File: src/rtl/pixel_stream_pkg.sv
// ----------------------------------------------------------------------------
// pixel_stream_pkg
// Shared types and helpers for pixel_stream_ctl.
//   state_t    : controller FSM state encoding (IDLE, READ, SEND, LATCH)
//   word_fields_t / split_word : split a frame-RAM word {next_addr, pixel}
//                into its link and pixel fields for given field widths.
// ----------------------------------------------------------------------------
package pixel_stream_pkg;

    typedef enum logic [1:0] {
        IDLE  = 2'd0,
        READ  = 2'd1,
        SEND  = 2'd2,
        LATCH = 2'd3
    } state_t;

    // Widest RAM word the helper handles (ADDR_W <= 32, PIX_W <= 32).
    localparam int unsigned WORD_MAX_W = 64;

    typedef struct packed {
        logic [31:0] link;
        logic [31:0] pix;
    } word_fields_t;

    // Pixel occupies the low pix_w bits, the link the addr_w bits above it.
    function automatic word_fields_t split_word(input logic [WORD_MAX_W-1:0] word,
                                                input int unsigned          pix_w,
                                                input int unsigned          addr_w);
        word_fields_t           f;
        logic [WORD_MAX_W-1:0]  pix_mask;
        logic [WORD_MAX_W-1:0]  link_mask;
        pix_mask  = ~({WORD_MAX_W{1'b1}} << pix_w);
        link_mask = ~({WORD_MAX_W{1'b1}} << addr_w);
        f.pix     = 32'(word & pix_mask);
        f.link    = 32'((word >> pix_w) & link_mask);
        return f;
    endfunction

endpackage

File: src/rtl/bit_shifter.sv
// ----------------------------------------------------------------------------
// bit_shifter
// Holds one pixel and presents it MSB-first, one bit per accepted handshake.
//   clk_i, rst_n_i : clock, synchronous active-low reset
//   load_i         : capture pix_i and point at bit PIX_W-1
//   pix_i          : pixel word to serialise
//   vld_i, rdy_i   : bit handshake; index advances on vld_i & rdy_i
//   bit_o          : currently selected pixel bit
//   last_o         : index is 0 (LSB is being presented)
// Valid/ready: a bit is consumed only on a cycle where vld_i and rdy_i are
// both high; otherwise the index and the held pixel stay put, so bit_o is
// stable for as long as the consumer stalls.
// ----------------------------------------------------------------------------
module bit_shifter #(
    parameter int PIX_W = 24
) (
    input  logic             clk_i,
    input  logic             rst_n_i,
    input  logic             load_i,
    input  logic [PIX_W-1:0] pix_i,
    input  logic             vld_i,
    input  logic             rdy_i,
    output logic             bit_o,
    output logic             last_o
);

    localparam int IDX_W = $clog2(PIX_W);
    localparam logic [IDX_W-1:0] IDX_MSB = IDX_W'(PIX_W - 1);
    localparam logic [IDX_W-1:0] IDX_ONE = IDX_W'(1);

    logic [PIX_W-1:0] pix_q;
    logic [IDX_W-1:0] idx_q;

    always_ff @(posedge clk_i) begin
        if (!rst_n_i) begin
            pix_q <= '0;
            idx_q <= '0;
        end else if (load_i) begin
            pix_q <= pix_i;
            idx_q <= IDX_MSB;
        end else if (vld_i && rdy_i && (idx_q != '0)) begin
            idx_q <= idx_q - IDX_ONE;
        end
    end

    assign bit_o  = pix_q[idx_q];
    assign last_o = (idx_q == '0);

endmodule

File: src/rtl/pixel_stream_ctl.sv
// ----------------------------------------------------------------------------
// pixel_stream_ctl
// Walks a linked list of {next_addr, pixel} words in frame RAM and streams
// each pixel MSB-first to the bit-code generator, then enforces a latch gap.
//   clk_i, rst_n_i  : clock, synchronous active-low reset
//   frame_start_i   : 1-cycle pulse, start a frame at start_addr_i
//   start_addr_i    : first word address (link value 0 ends a list, but
//                     address 0 is a legal first word)
//   ram_rd_addr_o   : RAM read address
//   ram_rd_data_i   : RAM word {next_addr, pixel}, RD_LAT cycles after addr
//   bit_vld_o/bit_data_o/bit_rdy_i : bit stream handshake
//   busy_o          : high from accepted start to end of latch gap
//   frame_done_o    : 1-cycle pulse when the latch gap completes
//   err_o           : (PIXEL_STREAM_CTL_LOOP_GUARD_EN only) 1-cycle pulse
//                     when a frame is dropped for exceeding MAX_PIX words
// Valid/ready: a bit transfers on a cycle with bit_vld_o & bit_rdy_i; while
// bit_vld_o is high and bit_rdy_i low, bit_vld_o and bit_data_o hold.
// Starts arriving while busy land in a one-deep pending slot (last wins) and
// are served directly out of the final latch cycle.
// Optional feature macro: PIXEL_STREAM_CTL_LOOP_GUARD_EN.
// ----------------------------------------------------------------------------
module pixel_stream_ctl
    import pixel_stream_pkg::*;
#(
    parameter int PIX_W     = 24,
    parameter int ADDR_W    = 8,
    parameter int RD_LAT    = 1,
    parameter int LATCH_CYC = 4000
`ifdef PIXEL_STREAM_CTL_LOOP_GUARD_EN
    ,
    parameter int MAX_PIX   = 2**ADDR_W
`endif
) (
    input  logic                    clk_i,
    input  logic                    rst_n_i,
    input  logic                    frame_start_i,
    input  logic [ADDR_W-1:0]       start_addr_i,
    output logic [ADDR_W-1:0]       ram_rd_addr_o,
    input  logic [ADDR_W+PIX_W-1:0] ram_rd_data_i,
    output logic                    bit_vld_o,
    output logic                    bit_data_o,
    input  logic                    bit_rdy_i,
    output logic                    busy_o,
    output logic                    frame_done_o
`ifdef PIXEL_STREAM_CTL_LOOP_GUARD_EN
    ,
    output logic                    err_o
`endif
);

    localparam int LAT_W = $clog2(LATCH_CYC + 1);
    localparam logic [LAT_W-1:0] LAT_LAST = LAT_W'(LATCH_CYC - 1);
    localparam logic [LAT_W-1:0] LAT_ONE  = LAT_W'(1);
    // READ spans RD_LAT+1 cycles: address out, RAM register(s), capture.
    localparam logic [1:0]       RD_LAST  = 2'(RD_LAT);

    state_t              state_q, state_d;
    logic [ADDR_W-1:0]   addr_q;
    logic [ADDR_W-1:0]   link_q;
    logic [1:0]          rd_cnt_q;
    logic [LAT_W-1:0]    latch_cnt_q;
    logic                pend_vld_q;
    logic [ADDR_W-1:0]   pend_addr_q;
    logic                done_q;

    logic                load_pix;
    logic                enter_read;
    logic [ADDR_W-1:0]   read_addr;
    logic                latch_end;
    logic                sh_bit;
    logic                sh_last;

    word_fields_t        fields;
    logic                unused_fields;

    assign fields        = split_word(WORD_MAX_W'(ram_rd_data_i), PIX_W, ADDR_W);
    assign unused_fields = ^fields;

`ifdef PIXEL_STREAM_CTL_LOOP_GUARD_EN
    localparam int PC_W = $clog2(MAX_PIX + 1);
    localparam logic [PC_W-1:0] PIX_MAX_C = PC_W'(MAX_PIX);
    localparam logic [PC_W-1:0] PC_ONE    = PC_W'(1);

    logic [PC_W-1:0] pix_cnt_q;
    logic            err_q;
    logic            guard_trip;
    logic            new_frame;

    // Entering READ from IDLE or LATCH is a frame start; from SEND it is a link.
    assign new_frame = enter_read && (state_q != SEND);
`endif

    // ---------------- FSM: state register ----------------
    always_ff @(posedge clk_i) begin
        if (!rst_n_i) begin
            state_q <= IDLE;
        end else begin
            state_q <= state_d;
        end
    end

    // ---------------- FSM: next state and control ----------------
    always_comb begin
        state_d    = state_q;
        load_pix   = 1'b0;
        enter_read = 1'b0;
        read_addr  = addr_q;
        latch_end  = 1'b0;
`ifdef PIXEL_STREAM_CTL_LOOP_GUARD_EN
        guard_trip = 1'b0;
`endif
        case (state_q)
            IDLE: begin
                if (frame_start_i) begin
                    state_d    = READ;
                    enter_read = 1'b1;
                    read_addr  = start_addr_i;
                end
            end
            READ: begin
                if (rd_cnt_q == RD_LAST) begin
                    state_d  = SEND;
                    load_pix = 1'b1;
                end
            end
            SEND: begin
                if (bit_rdy_i && sh_last) begin
                    if (link_q == '0) begin
                        state_d = LATCH;
                    end
`ifdef PIXEL_STREAM_CTL_LOOP_GUARD_EN
                    else if (pix_cnt_q == PIX_MAX_C) begin
                        state_d    = LATCH;
                        guard_trip = 1'b1;
                    end
`endif
                    else begin
                        state_d    = READ;
                        enter_read = 1'b1;
                        read_addr  = link_q;
                    end
                end
            end
            LATCH: begin
                if (latch_cnt_q == LAT_LAST) begin
                    latch_end = 1'b1;
                    // A start in this very cycle beats an older pending one.
                    if (frame_start_i || pend_vld_q) begin
                        state_d    = READ;
                        enter_read = 1'b1;
                        read_addr  = frame_start_i ? start_addr_i : pend_addr_q;
                    end else begin
                        state_d = IDLE;
                    end
                end
            end
            default: state_d = IDLE;
        endcase
    end

    // ---------------- Datapath registers ----------------
    always_ff @(posedge clk_i) begin
        if (!rst_n_i) begin
            addr_q      <= '0;
            link_q      <= '0;
            rd_cnt_q    <= '0;
            latch_cnt_q <= '0;
            pend_vld_q  <= 1'b0;
            pend_addr_q <= '0;
            done_q      <= 1'b0;
        end else begin
            done_q      <= latch_end;
            rd_cnt_q    <= (state_q == READ)  ? rd_cnt_q + 2'd1       : 2'd0;
            latch_cnt_q <= (state_q == LATCH) ? latch_cnt_q + LAT_ONE : '0;
            if (enter_read) begin
                addr_q <= read_addr;
            end
            if (load_pix) begin
                link_q <= fields.link[ADDR_W-1:0];
            end
            if (latch_end) begin
                pend_vld_q <= 1'b0;
            end else if (frame_start_i && (state_q != IDLE)) begin
                pend_vld_q  <= 1'b1;
                pend_addr_q <= start_addr_i;
            end
        end
    end

`ifdef PIXEL_STREAM_CTL_LOOP_GUARD_EN
    always_ff @(posedge clk_i) begin
        if (!rst_n_i) begin
            pix_cnt_q <= '0;
            err_q     <= 1'b0;
        end else begin
            err_q <= guard_trip;
            if (new_frame) begin
                pix_cnt_q <= PC_ONE;
            end else if (enter_read) begin
                pix_cnt_q <= pix_cnt_q + PC_ONE;
            end
        end
    end

    assign err_o = err_q;
`endif

    bit_shifter #(
        .PIX_W (PIX_W)
    ) u_shifter (
        .clk_i   (clk_i),
        .rst_n_i (rst_n_i),
        .load_i  (load_pix),
        .pix_i   (fields.pix[PIX_W-1:0]),
        .vld_i   (bit_vld_o),
        .rdy_i   (bit_rdy_i),
        .bit_o   (sh_bit),
        .last_o  (sh_last)
    );

    assign bit_vld_o     = (state_q == SEND);
    assign bit_data_o    = bit_vld_o & sh_bit;
    assign busy_o        = (state_q != IDLE);
    assign frame_done_o  = done_q;
    assign ram_rd_addr_o = addr_q;

endmodule

File: config.mk
export PLATFORM = sky130hd
export DESIGN_NAME = pixel_stream_ctl
export DESIGN_NICKNAME = d
export VERILOG_FILES = /design/src/rtl/pixel_stream_pkg.sv /design/src/rtl/bit_shifter.sv /design/src/rtl/pixel_stream_ctl.sv
export SDC_FILE = /design/constraint.sdc
export NUM_CORES = 1
export LEC_CHECK = 0
export CELL_PAD_IN_SITES_DETAIL_PLACEMENT = 1
export CELL_PAD_IN_SITES_GLOBAL_PLACEMENT = 2
export CORE_MARGIN = 8
export CORE_UTILIZATION = 33
export CTS_CLUSTER_DIAMETER = 120
export DETAILED_ROUTE_END_ITERATION = 8
export PLACE_DENSITY_LB_ADDON = 0.1
export SLEW_MARGIN = 10
export SYNTH_ARGS = -nofsm -noshare
export SYNTH_HDL_FRONTEND = slang
export SYNTH_SLANG_ARGS = --single-unit
File: constraint.sdc
create_clock -name clk_i -period 5.7 [get_ports clk_i]
set_clock_uncertainty 0.05 [all_clocks]
set_input_delay 0.57 -clock clk_i [delete_from_list [all_inputs] [get_ports clk_i]]
set_output_delay 0.57 -clock clk_i [all_outputs]
set_load 0.02 [all_outputs]
======== After elaboration in Yosys (flattened, before gate mapping) ========
Index checks and enable logic that the tools add are counted.
word-level totals
  register bits ........................... 71
  input port bits ......................... 44
  output and inout port bits .............. 12
  logic and storage cells ................. 76
cells by class
  $add $sub $neg .......................... 3
  magnitude comparators ................... 1
  eq/ne operators ......................... 11
  multiplexer cells ....................... 28
  bitwise logic cells ..................... 3
  reductions and logical operators ........ 19
operators with widths
  cell                     count
  $mux W8                  6
  $pmux W8 S3              1
  $add A12 B1 Y12 const B  1
  $eq A12 B12 Y1 const B   1
  $mux W1                  11
  $mux W2                  5
  $mux W5                  2
  $ne A2 B2 Y1 const B     5
  $logic_not A8 Y1         1
  $pmux W2 S4              1
  $reduce_and A7 Y1        1
  $lt A5 B6 Y1 const B     1
  $reduce_and A2 Y1        3
  $bmux W1 S5              1
  $logic_not A5 Y1         1
  $reduce_bool A5 Y1       1
  $sub A5 B1 Y5 const B    1
  $eq A2 B1 Y1 const B     2
  $eq A2 B2 Y1 const B     2
  $logic_and A1 B1 Y1      4
  $reduce_and A4 Y1        1
  $reduce_bool A2 Y1       2
  $reduce_or A2 Y1         2
  $pmux W1 S3              1
  other kinds (7)          8

======== Longest topological paths before layout ========
Gate-level depths: netlist of run 1.
  word-level depth ........................ 5
  depth in mapped cells ................... 8
  gate-level depth less buffers ........... 7

======== Modules after synthesis ========
From an unflattened synthesis of run 1, not the netlist that was laid out.
unflattened totals
  cell total of the unflattened synthesis .. 357
  area total of the unflattened synthesis .. 3,360.7 µm²
by module, submodules not included
  module            times used  cells an instance  area an instance (µm²)  seq. area each (µm²)
  pixel_stream_ctl  1           235                1,976.9                 840.8
  bit_shifter       1           122                1,383.8                 580.6

======== Worst setup path before layout of run 1 ========
No wires, ideal clock.
  path type ............................... reg-to-output
  start ................................... register u_shifter.idx_q[0]
  end ..................................... output port bit_data_o
  arrival time ............................ 1,653 ps
  required time ........................... 5,080 ps
  slack ................................... 3,427 ps
  stages on the path, launching flop included .. 6
  buffers on the path ..................... 1
  cell sequence ........................... dfxtp_1 > clkbuf_1 > mux4_2 > mux2_2 > nand4b_1 > nand3_1
between the ends
  longest elaborated chain between the ends .. 3
ends and longest elaborated chain
  element                        RTL line                 RTL
  from (decl)                    bit_shifter.sv:32        logic [IDX_W-1:0] idx_q;
  from (signal assigned)         bit_shifter.sv:42        idx_q <= idx_q - IDX_ONE;
  $bmux W1 S5                    bit_shifter.sv:46        assign bit_o = pix_q[idx_q];
  $mux W1 (implied by the code)  bit_shifter.sv:46
  $and A1 B1 Y1                  pixel_stream_ctl.sv:222  assign bit_data_o = bit_vld_o & sh_bit;
  to (decl)                      pixel_stream_ctl.sv:41   output logic bit_data_o,
No other way between the ends. The select of a mux whose other input is x is not followed.

======== Final worst setup path of run 1 ========
  start ................................... register state_q[1]
  end ..................................... output port bit_data_o
between the ends
  longest elaborated chain between the ends .. 2
ends and longest elaborated chain
  element                 RTL line                 RTL
  from (decl)             pixel_stream_ctl.sv:57   state_t state_q, state_d;
  from (signal assigned)  pixel_stream_ctl.sv:98   state_q <= state_d;
  $eq A2 B2 Y1            pixel_stream_ctl.sv:221  assign bit_vld_o = (state_q == SEND);
  $and A1 B1 Y1           pixel_stream_ctl.sv:222
No other way between the ends.

==> reports/qor.yml, run 1 <==
run_status:
  status: "finished clean"
final_layout:
  num_antenna_cells: 0
  flow.area_growth_from_synthesis_pct: 25.21
  final_cell_area_sq_um: 4058
  drive_gt1_share_pct: 6.961
  layout.nets: 474
synth:
  synth_cells: 385
  avgSynthCellArea_sq_um: 8.417
  synth_commonest_cells: "nand2_1 (86), dfxtp_1 (71), a21oi_1 (38)"
  synth_seq_cells: 71
  synth_top_area_share_pct: 43.86
  synth_area_leaders: "dfxtp_1 (44%), nand2_1 (10%), a21oi_1 (5.9%)"
  synth.most_common_cell: "nand2_1"
  synthArstFlopShare_pct: 0
  synth_fp_nets: 433
  synth_edf_count: 0
  synth_top_area_cell: "dfxtp_1"
  netlist_area_sq_um: 3241
  seq_area_frac_synth_pct: 43.86
  yosys_warnings: 0
  synth_flop_cell: "dfxtp_1"
  ys_types: 49
clock_network:
  cts_hold_buf: 0
  cts.sinks: 71
  cts_setup_buffers: 0
  cts_made_buffers: 9
  h-tree-depth: 3
  clkTransAtPathRegs_ps: 70
  cts-root-buf: "clkbuf_8"
  cts_tree: "built"
  cts_buffer_depth: 2
  clk_latency_ps: 340
  cts_resized: 0
floorplan:
  rows: 36
  die_h_um: 115.1
  initial_core_util_pct: 33.62
  die_w_um: 115.1
  coreArea_sq_um: 9639
  die_area_sq_um: 13250
  ios: 56
sta:
  fin_tns_setup_ps: 0
  worstMarginPinSlew_ps: 1046
  finalHoldViolCount: 0
  final.period_utilization_pct: 58.35
  slew_headroom_pct: 29.83
  setup_viol: 0
  period_minus_slack_ps: 3326
  rsz0062_at_grt: "no"
  maxSlewViolCount: 0
  timing.fmax_mhz: 300.7
power:
  leakage_uw: 0.001374
  internal_power_uw: 804.2
  pwr_density_cell_nw_per_um2: 265.5
  switching_share_pct: 25.35
  clkPwrFrac_pct: 36.9
  peakVddDrop_v: 0.0001706
  seqPwrFrac_pct: 49.6
  switching_power_uw: 273.1
  pwr-share-comb_pct: 13.5
detailed_routing:
  wl_per_cell_um: 14.53
  drt_iter0_drc: 100
  drc: 0
  vias_per_cell: 4.993
  detail_route.first_pass.iterations: 6
  dr_total_vias: 2816
  ant_nets: 0
  totalWireLength_um: 8196
worst_setup_path:
  cp-start-kind: "flip-flop"
  crit_path_max_incr_delay_ps: 730
  slowest_stage: "dfxtp_1"
  r2r_cells: 7
  cp_top_family: "simple AND/OR/NAND/NOR gates"
  critical_path_class: "reg2out"
  r2r_start: "u_shifter.idx_q[0]"
  r2r_slack_ps: 3440
  crit_required_ps: 5080
  rr_endpoint: "ram_rd_addr_o[2]"
  crit_chain: "nand2b_1, nor4_1, o211ai_1, nand3_1, clkdlybuf4s50_1"
  cp.arrival_ps: 2710
  cp_max_fo: 18
  crit_buf_inv: 1
  end_kind: "output pin"
run:
  drv_cap: 0
worst_hold_path:
  hp-class: "reg2reg"
  worstHoldStart: "rd_cnt_q[0]"
  min_path_cells: 1
  hold_path_end: "rd_cnt_q[0]"
global_route:
  antenna_found_initial: 0
  grt_start_max_net_pins: 39
  grt_first_pass_wirelength_um: 13860
  track_usage_pct: 13.04
  grt_pass1_vias: 2833
  grt-ovfl-total: 0
placement:
  place_area_sq_um: 3866
  port_buffers: 55
  gp_congestion: 0.7603
  dpl.hpwl_um: 5721
[power by group through the flow]
stage | combinational [uW] | sequential (uW) | clock (uW)
2_1_floorplan | 84.5 | 542 | 0
3_5_place_dp | 148 | 546 | 0
6_report | 146 | 534 | 397
4_1_cts | 149 | 535 | 412
5_1_grt | 161 | 538 | 434
3_3_place_gp | 147 | 545 | 0
[cells by family (layout without fill, tap and decap cells)]
group / Yosys count / after routing / share of synthesized area (%)
AND/OR/NAND/NOR: 157 / 157 / 22.78
AO/OA/AOI/OAI: 88 / 88 / 17.65
adder cells (fa/ha/maj): 4 / 4 / 1.544
flip-flops: 71 / 71 / 43.86
XOR/XNOR: 11 / 11 / 2.973
multiplexers: 16 / 16 / 6.525
buffers and inverters: 38 / 84 / 4.671
[final cells by class]
type,count,area [sq um]
Clock inverter,3,42.54
Fill cell,1176,5582
Clock buffer,13,148.9
Sequential cell,71,1421
Multi-Input combinational cell,276,1668
Timing Repair Buffer,58,573.1
Tap cell,133,166.4
Inverter,10,37.54
[how the worst max path moves through the flow]
| stage | cells after the start | startpoint | endpoint | slack [ps] |
|---|---|---|---|---|
| finish | 5 | state_q[1] | bit_data_o | 2370 |
| global route | 5 | state_q[1] | bit_data_o | 2080 |
| CTS | 5 | state_q[1] | bit_data_o | 2340 |
| detailed placement | 5 | state_q[1] | bit_data_o | 2720 |
| global placement | 5 | state_q[1] | bit_data_o | 2810 |
| floorplan | 5 | u_shifter.idx_q[0] | bit_data_o | 3430 |
[metal layers]
layer  share of wire [%]  track usage, %  wire length, um  vias to the layer above
met5                   0               0                0                        -
met4                 1.4           4.028              112                        0
met3                 4.4           3.939              364                       10
met2                  48           21.40             3943                       45
met1                  46           16.02             3775                     1343
li1                    -               -                -                     1418
[stage by stage]
stage | setup slack (ps) | power (uW) | utilization (%) | std cells | hold WS (ps)
finish | 2374 | 1077 | 42.10 | 564 | 373.5
global route | 2077 | 1133 | 42.10 | 564 | 406.9
CTS | 2338 | 1095 | 42.10 | 564 | 376.2
detailed placement | 2720 | 693.8 | 40.11 | 548 | 366.1
global placement | 2812 | 691.9 | 40.11 | 548 | 357.0
floorplan | 3427 | 626.7 | - | 385 | 347.8
[flip-flops by register name, indices dropped and copies added, names as in the netlist]
name / cells
u_shifter.pix_q: 24
latch_cnt_q: 12
link_q: 8
pend_addr_q: 8
ram_rd_addr_o: 8
u_shifter.idx_q: 5
rd_cnt_q: 2
state_q: 2
frame_done_o: 1
pend_vld_q: 1
[layout by cell type, fill, tap and decap left out, drive strengths merged, types with 6 or more instances in the layout]
cell type,count
clkdlybuf4s50,55
dfxtp,71
a21o,8
inv,9
nand2b,11
nor3,6
nand3,21
nor2,14
mux2i,11
xnor2,6
nand2,86
a21oi,38
o21ai,13
o31ai,8
clkbuf,13
o221ai,8
No activity file was read; power rests on OpenSTA's default activity.
==> run 2: changes to the inputs <==
--- a/config.mk
+++ b/config.mk
@@ -8,7 +8,7 @@
 export CELL_PAD_IN_SITES_DETAIL_PLACEMENT = 1
 export CELL_PAD_IN_SITES_GLOBAL_PLACEMENT = 2
 export CORE_MARGIN = 8
-export CORE_UTILIZATION = 33
+export CORE_UTILIZATION = 31
 export CTS_CLUSTER_DIAMETER = 120
 export DETAILED_ROUTE_END_ITERATION = 8
 export PLACE_DENSITY_LB_ADDON = 0.1
==> constraint.sdc (replaced) <==
create_clock -name clk_i -period 3.1 [get_ports clk_i]
set_clock_uncertainty 0.05 [all_clocks]
set_input_delay 0.31 -clock clk_i [delete_from_list [all_inputs] [get_ports clk_i]]
set_output_delay 0.31 -clock clk_i [all_outputs]
set_load 0.02 [all_outputs]
==> run 2 against run 1 <==
Via count grew 0.39%. Sequential power up 82%. Highest routed layer unchanged. Worst hold slack improved by 8.0 ps. Die area increased by 5.5%. Core utilization shrank 2.1 points. Sequential share of layout area shrank 0.28 points. Cell count grew 1.1%. Routed wire length grew 2.8%. Critical path depth stayed put. Clock-buffer cell count is 3 lower. Register-to-register slack worse by 2500 ps. Total power grew 84%.
==> reports/qor.yml, run 2 (same netlist as run 1, synthesis figures left out) <==
clock_network:
  clk_latency_ps: 340  # about the same
  cts_setup_buffers: 0  # unchanged
  clkTransAtPathRegs_ps: 70  # about the same
  cts-root-buf: "clkbuf_8"
  cts_tree: "built"
  cts_made_buffers: 9  # unchanged
  cts_resized: 0  # unchanged
  cts.sinks: 71  # unchanged
  cts_buffer_depth: 2  # unchanged
  h-tree-depth: 3  # unchanged
  cts_hold_buf: 0  # unchanged
detailed_routing:
  drt_iter0_drc: 71  # -29%
  met2_length_um: 3985  # +1.1%
  met3_length_um: 352  # -3.3%
  detail_route.first_pass.iterations: 5  # -1
  vias_per_cell: 4.960  # -0.67%
  met1_length_um: 3957  # +4.8%
  topRoutingLayerUsed: "met4"
  ant_nets: 0  # unchanged
  drc: 0  # unchanged
  wl_per_cell_um: 14.78  # +1.7%
  dr_total_vias: 2827  # +0.39%
  totalWireLength_um: 8423  # +2.8%
placement:
  port_buffers: 55  # unchanged
  dpl.hpwl_um: 5985  # +4.6%
  post-place-ws_ps: 637.9  # -2082 ps
  placed_cells: 556  # +1.5%
  gp_congestion: 0.7434  # -2.2%
  place_area_sq_um: 3908  # +1.1%
final_layout:
  num_antenna_cells: 0  # unchanged
  stdcell_count: 570  # +1.1%
  largest_registers: "u_shifter.pix_q: 24 flops, latch_cnt_q: 12 flops"
  final_cell_mix: "nand2_1 (86), dfxtp_1 (70), clkdlybuf4s50_1 (55)"
  n_fill_cell: 1190  # +1.2%
  flow.area_growth_from_synthesis_pct: 26.33
  final_cell_area_sq_um: 4094  # +0.89%
  layout.nets: 479  # +1.1%
  final_common_cell: "nand2_1"
  drive_gt1_share_pct: 8.525  # +1.6 points
  largest_reg_flops: 24  # unchanged
  largest_register: "u_shifter.pix_q"
worst_setup_path:
  cp_max_fo: 8  # -10
  crit_chain: "mux4_2, mux2_2, nand4b_1, nand3_1, clkdlybuf4s50_1"
  cp.arrival_ps: 2460  # -250 ps
  slowest_stage: "dfxtp_1"
  crit_required_ps: 2740  # -2340 ps
  crit_path_max_incr_delay_ps: 550  # -180 ps
  end_kind: "output pin"
  cp-start-kind: "flip-flop"
  cp_top_family: "multiplexers"
  crit_buf_inv: 1  # unchanged
  critical_path_class: "reg2out"
sta:
  period_minus_slack_ps: 2816
  finalWorstSetupSlack_ps: 284.3  # -2090 ps
  timing.fmax_mhz: 355.1
  slew_headroom_pct: 47.56  # +18 points
  rsz0062_at_grt: "no"
  setup_viol: 0  # unchanged
  worstMarginPinSlew_ps: 784.1  # -262.0 ps
  fin_tns_setup_ps: 0  # unchanged
  final.period_utilization_pct: 90.83
  finalHoldViolCount: 0  # unchanged
  maxSlewViolCount: 0  # unchanged
floorplan:
  die_area_sq_um: 13980  # +5.5%
  die_w_um: 118.2  # +2.7%
  ios: 56  # unchanged
  coreArea_sq_um: 10230  # +6.1%
  initial_core_util_pct: 31.67  # -1.9 points
  rows: 37  # +2.8%
  die_h_um: 118.2  # +2.7%
global_route:
  grt-ovfl-total: 0  # unchanged
  track_usage_pct: 12.73  # -0.31 points
  grt_pass1_vias: 3083  # +8.8%
  antenna_found_initial: 0  # unchanged
  grt_first_pass_wirelength_um: 14810  # +6.9%
  grt_start_max_net_pins: 37  # -5.1%
run_status:
  status: "finished clean"
power:
  leakage_uw: 0.001404  # +2.2%
  pwr_density_cell_nw_per_um2: 484.7  # +83%
  power_uw: 1984  # +84%
  peakVddDrop_v: 0.0002113  # +24%
run:
  drv_cap: 0  # unchanged
worst_hold_path:
  hp-class: "reg2reg"
[run 2: area by class of cell]
class / count / area [sq um] / area share (%)
inverters: 10 / 37.54 / 0.9169
clock inverters: 4 / 47.55 / 1.161
flip-flops and latches: 71 / 1423 / 34.75
repair buffers: 63 / 610.6 / 14.91
clock buffers: 10 / 137.6 / 3.362
well taps: 136 / 170.2 / 4.156
multi-input cells: 276 / 1668 / 40.74
[run 2: per-stage QoR]
| stage | utilization (%) | hold WS [ps] |
|---|---|---|
| 2_1_floorplan | - | 347.8 |
| 4_1_cts | 40.00 | 384.6 |
| 5_1_grt | 40.01 | 408.5 |
| 3_5_place_dp | 38.19 | 373.9 |
| 6_report | 40.01 | 381.5 |
| 3_3_place_gp | 38.19 | 358.3 |
[run 2: layer usage]
metal	vias up	track usage (%)
li1	1424	-
met1	1346	15.33
met2	47	21.53
met3	10	3.046
met4	0	4.804
met5	-	0
[run 2: final timing paths]
path | depth (start not counted) | end | start | slack [ps]
worst min-delay path | 1 | rd_cnt_q[0] | rd_cnt_q[0] | 380
worst min register to register | 1 | rd_cnt_q[0] | rd_cnt_q[0] | 380
worst max-delay path | 5 | bit_data_o | u_shifter.idx_q[0] | 280
worst max register to register | 7 | ram_rd_addr_o[1] | u_shifter.idx_q[0] | 920
[run 2: worst register-to-register path, stage by stage, from the launching register on]
cell and delay [ps]:
dfxtp_1 550, inv_1 190, ha_1 230, or3b_4 260, nor3_2 50, a211o_2 340
o2111ai_4 220, mux2i_1 230
[run 2: where the power goes]
| part | total, uW | switching (uW) | internal [uW] |
|---|---|---|---|
| Clock | 728 | 346 | 382 |
| Sequential | 970 | 23.9 | 946 |
| Combinational | 286 | 142 | 144 |
